## src/rtl/serial_add_pkg.sv

```systemverilog
// Shared types and helpers for the bit-serial adder controller.
package serial_add_pkg;

    typedef enum logic [1:0] {IDLE, ADD, DONE} state_t;

    localparam int MAX_WIDTH = 64;

    function automatic int cnt_w(input int width);
        return $clog2(width);
    endfunction

endpackage

```

## src/rtl/fulladd.sv

```systemverilog
// One-bit full adder, reused every cycle by the serial adder controller.
module fulladd (
    input  logic a,
    input  logic b,
    input  logic ci,
    output logic s,
    output logic co
);

    assign s  = a ^ b ^ ci;
    assign co = (a & b) | (ci & (a ^ b));

endmodule

```

## src/rtl/serial_add_ctrl.sv

```systemverilog
// Bit-serial adder: streams operands LSB-first through one full adder over
// WIDTH cycles and presents the parallel sum with a one-cycle done pulse.
//
// state | meaning
// IDLE  | waiting for start; operands captured on accept
// ADD   | one operand bit per cycle through u_fa
// DONE  | result valid, done pulse; always returns to IDLE
module serial_add_ctrl
    import serial_add_pkg::*;
#(
    parameter int WIDTH = 8
) (
    input  logic             clk,
    input  logic             reset_n,
    input  logic             start,
    input  logic [WIDTH-1:0] a,
    input  logic [WIDTH-1:0] b,
    input  logic             ci,
    output logic             busy,
    output logic             done,
    output logic [WIDTH-1:0] sum,
    output logic             co
);

    localparam int CNT_W = cnt_w(WIDTH);

    state_t           r_state;
    state_t           w_state_nxt;
    logic [CNT_W-1:0] r_cnt;
    logic [WIDTH-1:0] r_a_sr;
    logic [WIDTH-1:0] r_b_sr;
    logic [WIDTH-1:0] r_sum_sr;
    logic [WIDTH-1:0] r_sum;
    logic             r_carry;
    logic             r_co;
    logic             r_busy;
    logic             r_done;
    logic             w_fa_s;
    logic             w_fa_co;
    logic             w_last;

    fulladd u_fa (
        .a  (r_a_sr[0]),
        .b  (r_b_sr[0]),
        .ci (r_carry),
        .s  (w_fa_s),
        .co (w_fa_co)
    );

    assign w_last = (r_cnt == CNT_W'(WIDTH - 1));

    always_comb begin
        w_state_nxt = r_state;
        case (r_state)
            IDLE:    if (start) w_state_nxt = ADD;
            ADD:     if (w_last) w_state_nxt = DONE;
            DONE:    w_state_nxt = IDLE;
            default: w_state_nxt = IDLE;
        endcase
    end

    always_ff @(posedge clk or negedge reset_n) begin
        if (!reset_n) begin
            r_state  <= IDLE;
            r_cnt    <= '0;
            r_a_sr   <= '0;
            r_b_sr   <= '0;
            r_sum_sr <= '0;
            r_sum    <= '0;
            r_carry  <= 1'b0;
            r_co     <= 1'b0;
            r_busy   <= 1'b0;
            r_done   <= 1'b0;
        end else begin
            r_state <= w_state_nxt;
            r_busy  <= (w_state_nxt == ADD);
            r_done  <= (w_state_nxt == DONE);
            case (r_state)
                IDLE: begin
                    if (start) begin
                        r_a_sr  <= a;
                        r_b_sr  <= b;
                        r_carry <= ci;
                        r_cnt   <= '0;
                    end
                end
                ADD: begin
                    r_carry  <= w_fa_co;
                    r_sum_sr <= {w_fa_s, r_sum_sr[WIDTH-1:1]};
                    r_a_sr   <= r_a_sr >> 1;
                    r_b_sr   <= r_b_sr >> 1;
                    // Result registers only move on the final bit so sum/co
                    // keep the previous answer for the whole operation.
                    if (w_last) begin
                        r_sum <= {w_fa_s, r_sum_sr[WIDTH-1:1]};
                        r_co  <= w_fa_co;
                    end else begin
                        r_cnt <= r_cnt + 1'b1;
                    end
                end
                default: ;
            endcase
        end
    end

    assign busy = r_busy;
    assign done = r_done;
    assign sum  = r_sum;
    assign co   = r_co;

endmodule

```

## config.mk

```make
export PLATFORM = sky130hd
export DESIGN_NAME = serial_add_ctrl
export DESIGN_NICKNAME = d
export VERILOG_FILES = /design/src/rtl/serial_add_pkg.sv /design/src/rtl/fulladd.sv /design/src/rtl/serial_add_ctrl.sv
export SDC_FILE = /design/constraint.sdc
export NUM_CORES = 1
export LEC_CHECK = 0
export CAP_MARGIN = 5
export CORE_MARGIN = 4
export CORE_UTILIZATION = 56
export DETAILED_ROUTE_END_ITERATION = 10
export PLACE_DENSITY = 0.81
export SLEW_MARGIN = 20
export SYNTH_ARGS = -nofsm -noshare
export SYNTH_HDL_FRONTEND = slang
export SYNTH_SLANG_ARGS = --single-unit
```

## constraint.sdc

```tcl
create_clock -name clk -period 2.75 [get_ports clk]
set_input_delay 0.55 -clock clk [delete_from_list [all_inputs] [get_ports clk]]
set_output_delay 0.55 -clock clk [all_outputs]
set_load 0.02 [all_outputs]
```

---- Yosys cells after proc, flatten, opt, wreduce, memory -nomap -nowiden ----
Cells that the tools add are included.
word-level totals
  output and inout port bits .............. 11
  bits of input ports ..................... 20
  word-level logic and storage cells ...... 39
  bits in registers ....................... 41
operators by class
  eq/ne operators ......................... 6
  reductions and logical operators ........ 5
  $add $sub $neg .......................... 1
  mux-type cells .......................... 12
  bitwise operators ....................... 5
operator list
  kind                                           count
  case mux 8 bit (2 select lines)                2
  2-to-1 mux 8 bit                               2
  2-to-1 mux 3 bit                               2
  case mux 3 bit (2 select lines)                1
  == test 2 x 1 -> 1 bit, second input constant  2
  2-to-1 mux 2 bit                               2
  inequality test 2 bit, second input constant   2
  case mux 2 bit (2 select lines)                1
  AND reduction 2 bit                            2
  adder 3 x 1 -> 3 bit, second input constant    1
  == test 3 bit, second input constant           1
  AND reduction 3 bit                            1
  bitwise AND 1 bit                              2
  == test 2 bit, second input constant           1
  zero test 2 bit                                1
  case mux 1 bit (2 select lines)                1
  nonzero test 2 bit                             1
  bitwise XOR 1 bit                              2
  2-to-1 mux 1 bit                               1
  OR 1 bit                                       1

---- Depth between registers and ports, before layout ----
  word-level depth ........................ 4
  mapped depth ............................ 5
  mapped depth without buffers ............ 4

---- Modules after synthesis ----
A second synthesis with hierarchy kept.
second synthesis, totals
  cells, all modules ...................... 158
  area, all modules ....................... 1742.9 µm²
modules (own cells, without submodules)
  module           cells an instance  instances  area each (µm²)  seq. area each (µm²)
  serial_add_ctrl  157                1          1722.9           1001.0
  fulladd          1                  1          20.0             0.0

---- Worst setup path after synthesis ----
Ideal clock, no wire load.
  path kind ............................... reg-to-reg
  from .................................... reg r_cnt[0]
  to ...................................... reg r_co, in the netlist co
  clock period less this slack ............ 1476 ps
  path buffers ............................ 1
  stages on the path, launching flop included .. 6
  setup slack ............................. 1274 ps
  library setup time ...................... 125 ps
  arrival time ............................ 1351 ps
  cell sequence ........................... dfrtp_1 > ha_1 > ha_1 > nand2_1 > buf_6 > mux2_4
on the way
  longest elaborated chain between the ends .. 2
ends and longest elaborated chain
  what                                  RTL line               source
  start, declared                       serial_add_ctrl.sv:29  logic [CNT_W-1:0] r_cnt;
  start signal, assigned                serial_add_ctrl.sv:98  r_cnt <= r_cnt + 1'b1;
  == test 3 bit                         serial_add_ctrl.sv:50  assign w_last = (r_cnt == CNT_W'(WIDTH - 1));
  AND reduction 2 bit (no source line)  n/a
  end signal, assigned                  serial_add_ctrl.sv:96  r_co <= w_fa_co;
  end, declared                         serial_add_ctrl.sv:35  logic r_co;
No other way between the ends.
A chain may end at the register's enable or synchronous reset.

---- Worst setup path after layout ----
  from .................................... reg r_state[0]
  to ...................................... reg r_a_sr[0]
on the way
  longest elaborated chain between the ends .. 3
  elaborated cells between the ends (all ways) .. 6
ends and longest elaborated chain
  what                                                                          RTL line               source
  start, declared                                                               serial_add_ctrl.sv:27  state_t r_state;
  start signal, assigned                                                        serial_add_ctrl.sv:75  r_state <= w_state_nxt;
  == test 2 x 1 -> 1 bit or zero test 2 bit (tied branches)                     serial_add_ctrl.sv:78  case (r_state)
  nonzero test 2 bit (no source line) or inequality test 2 bit (tied branches)  n/a
  AND reduction 2 bit (no source line)                                          n/a
  end signal, assigned                                                          serial_add_ctrl.sv:90  r_a_sr <= r_a_sr >> 1;
  end, declared                                                                 serial_add_ctrl.sv:30  logic [WIDTH-1:0] r_a_sr;
Parallel ways exist; a longest one is shown, timed or not.

==> metrics.txt <==
die area=0.004181 mm^2; setup bufs post-CTS=0; pre-CTS setup slack=598.3 ps; Port Buffer Count=30; Synth Net Count=181; CTS tree=built; Required @ worst endpoint=2970 ps; CP max stage delay=760 ps; Hold Buf Count CTS=0; Num CTS Buffers=5; DRT Wirelength=3.369 mm; most common cell in the netlist=dfrtp_1; vias in the first global route=1,465; routed length per placed instance=14.52 um; Least-Margin Pin Slew=866.0 ps; mapped cell area=0.001798 mm^2; boundary pin count=31; Initial Util=58.89%; Worst setup EP type=register; status=finished clean; hold slack=315.3 ps; grt total ovfl=0; DRC violations left=0; yosys warns=0; TNS Setup=0 ps; drt first pass iters=4; Worst Setup Path Type=register to register; asr flop ratio synth=100.0%; ranking of synthesized cells by area=dfrtp_1 56%, mux2_4 6.7%, nand2_1 5.6%, a2bb2oi_1 2.9%, o22a_1 2.9%; All-Layer GR Usage=19.34%; CP delay by family, top=flip-flops; Hold Fails Final Rpt=0; clock-pin transition on the worst setup and hold timing paths=110 ps; Post-DP Area=0.002097 mm^2; chip height=64.66 um; share of layout cells above drive strength 1=11.17%; worst skew pair latency=340 ps; share of the synthesized area in the top cell type=55.67%; Nets=210; Worst Hold Class=input pin to asynchronous set/reset pin; Synth area leader=dfrtp_1; antenna violations before repair=0; final core occ=71.19%; Power per Cell Area=1084 mW/mm^2; H-tree Lvls=2; unrepaired setup endpoints after global routing=no; global placement routability congestion=0.7541; Diodes inserted=0; fin area=0.002173 mm^2; max-cap violations=0; Final setup violation count=0; flops & latches, synth=40; Syn Area/Cell=11.38 um^2; number of synthesized flops with an enable pin=0; Final Total Pwr=2.356 mW; final setup margin=791.6 ps; first-pass GRT wire length=6.175 mm; largest net degree at the start of global routing=41; crit path DAT=2180 ps; post-CTS sizing=0; clock sinks=40; Bufs on Longest Clock Path=2; Synth-to-Final Area Change=20.88%; clk_skew=4.567 ps; Critical Path Fanout Max=22; Startpoint Class=register; width of the die=64.66 um; worst path bufs/invs=0; synthesized instance count=158; post-route ant nets=0; crit share post-route=71.22%; Core Area=0.003053 mm^2; maximum vdd ir drop=0.5511 mV; crit-path cells=nand2b_1 -> o21ai_0 -> a221o_1; num rows=20; post-DP HPWL=2.390 mm; f_max=510.6 MHz; Final Max Slew Viols=0; DR vias/cell=5.513; Synth top cells by count=40 x dfrtp_1, 27 x nand2_1, 9 x inv_1; non-filler cells, final=232; sequential cell area fraction in the yosys report=55.67%; Slew headroom=42.27%; Cell variety after synth=28; 1st-iter DRT viols=55; Crit-path slowest cell=dfrtp_1; vias=1,279; Tmin final=1958 ps; Pleak=1.017 nW; clk root buf=clkbuf_4; ys flop type=dfrtp_1; dpl cells=224
-- final timing paths --
kind                       depth (start not counted)         from  slack [ps]     endpoint
min in group clk                                   2  r_sum_sr[1]         490  r_sum_sr[1]
max                                                3   r_state[0]         790    r_a_sr[0]
max in group asynchronous                          1      reset_n        1900  r_sum_sr[6]
min                                                1      reset_n         320  r_sum_sr[7]
max reg2reg                                        3   r_state[0]         790    r_a_sr[0]
min reg2reg                                        2  r_sum_sr[1]         490  r_sum_sr[1]
-- metal layers --
layer	wire length [um]	part of all wire, %	global-route usage, %	up-vias
met5	0	0	0	-
met3	140	4.2	5.893	4
met4	33	0.98	8.179	0
li1	-	-	-	607
met2	1784	53	35.44	29
met1	1410	42	20.37	639
-- report_power, final --
group | switching (mW) | leakage, nW | internal [mW]
Clock | 0.184 | 0.0422 | 0.191
Combinational | 0.455 | 0.487 | 0.492
Sequential | 0.187 | 0.487 | 0.847
Total | 0.826 | 1.02 | 1.53
-- flip-flops by register name (all words and copies together), names as in the netlist --
register  flops
r_sum_sr      7
co            1
r_a_sr        8
r_cnt         3
sum           8
r_b_sr        8
done          1
busy          1
r_carry       1
r_state       2
-- kinds of logic (layout without fill, tap and decap cells) --
group           count (synthesis)  count (layout)  synth area share [%]
compound gates                 30              30                 13.43
fa+ha+maj                       3               3                 2.505
buf+inv                        20              50                 5.985
flops                          40              40                 55.67
mux                             9               9                 7.307
simple gates                   56              56                 15.10
-- cell usage in the layout, fill, tap and decap left out, drive strengths merged, types with 5 or more instances in the layout --
master and n:
dfrtp 40, clkdlybuf4s50 29, nand2 27, inv 9, mux2 9, nor3 8
nor3b 6, a211oi 6, a2bb2oi 6, o22a 6, clkbuf 6, nand2b 5
-- layout make-up --
class / instances / area, um^2
clock inverter: 2 / 35.03
timing repair buffer: 33 / 317.8
inverter: 9 / 33.78
tap: 44 / 55.05
clock buffer: 6 / 41.29
sequential: 40 / 1001
fill: 263 / 879.6
multi-input combinational: 98 / 689.4
Power figures use the tool's default switching activity.
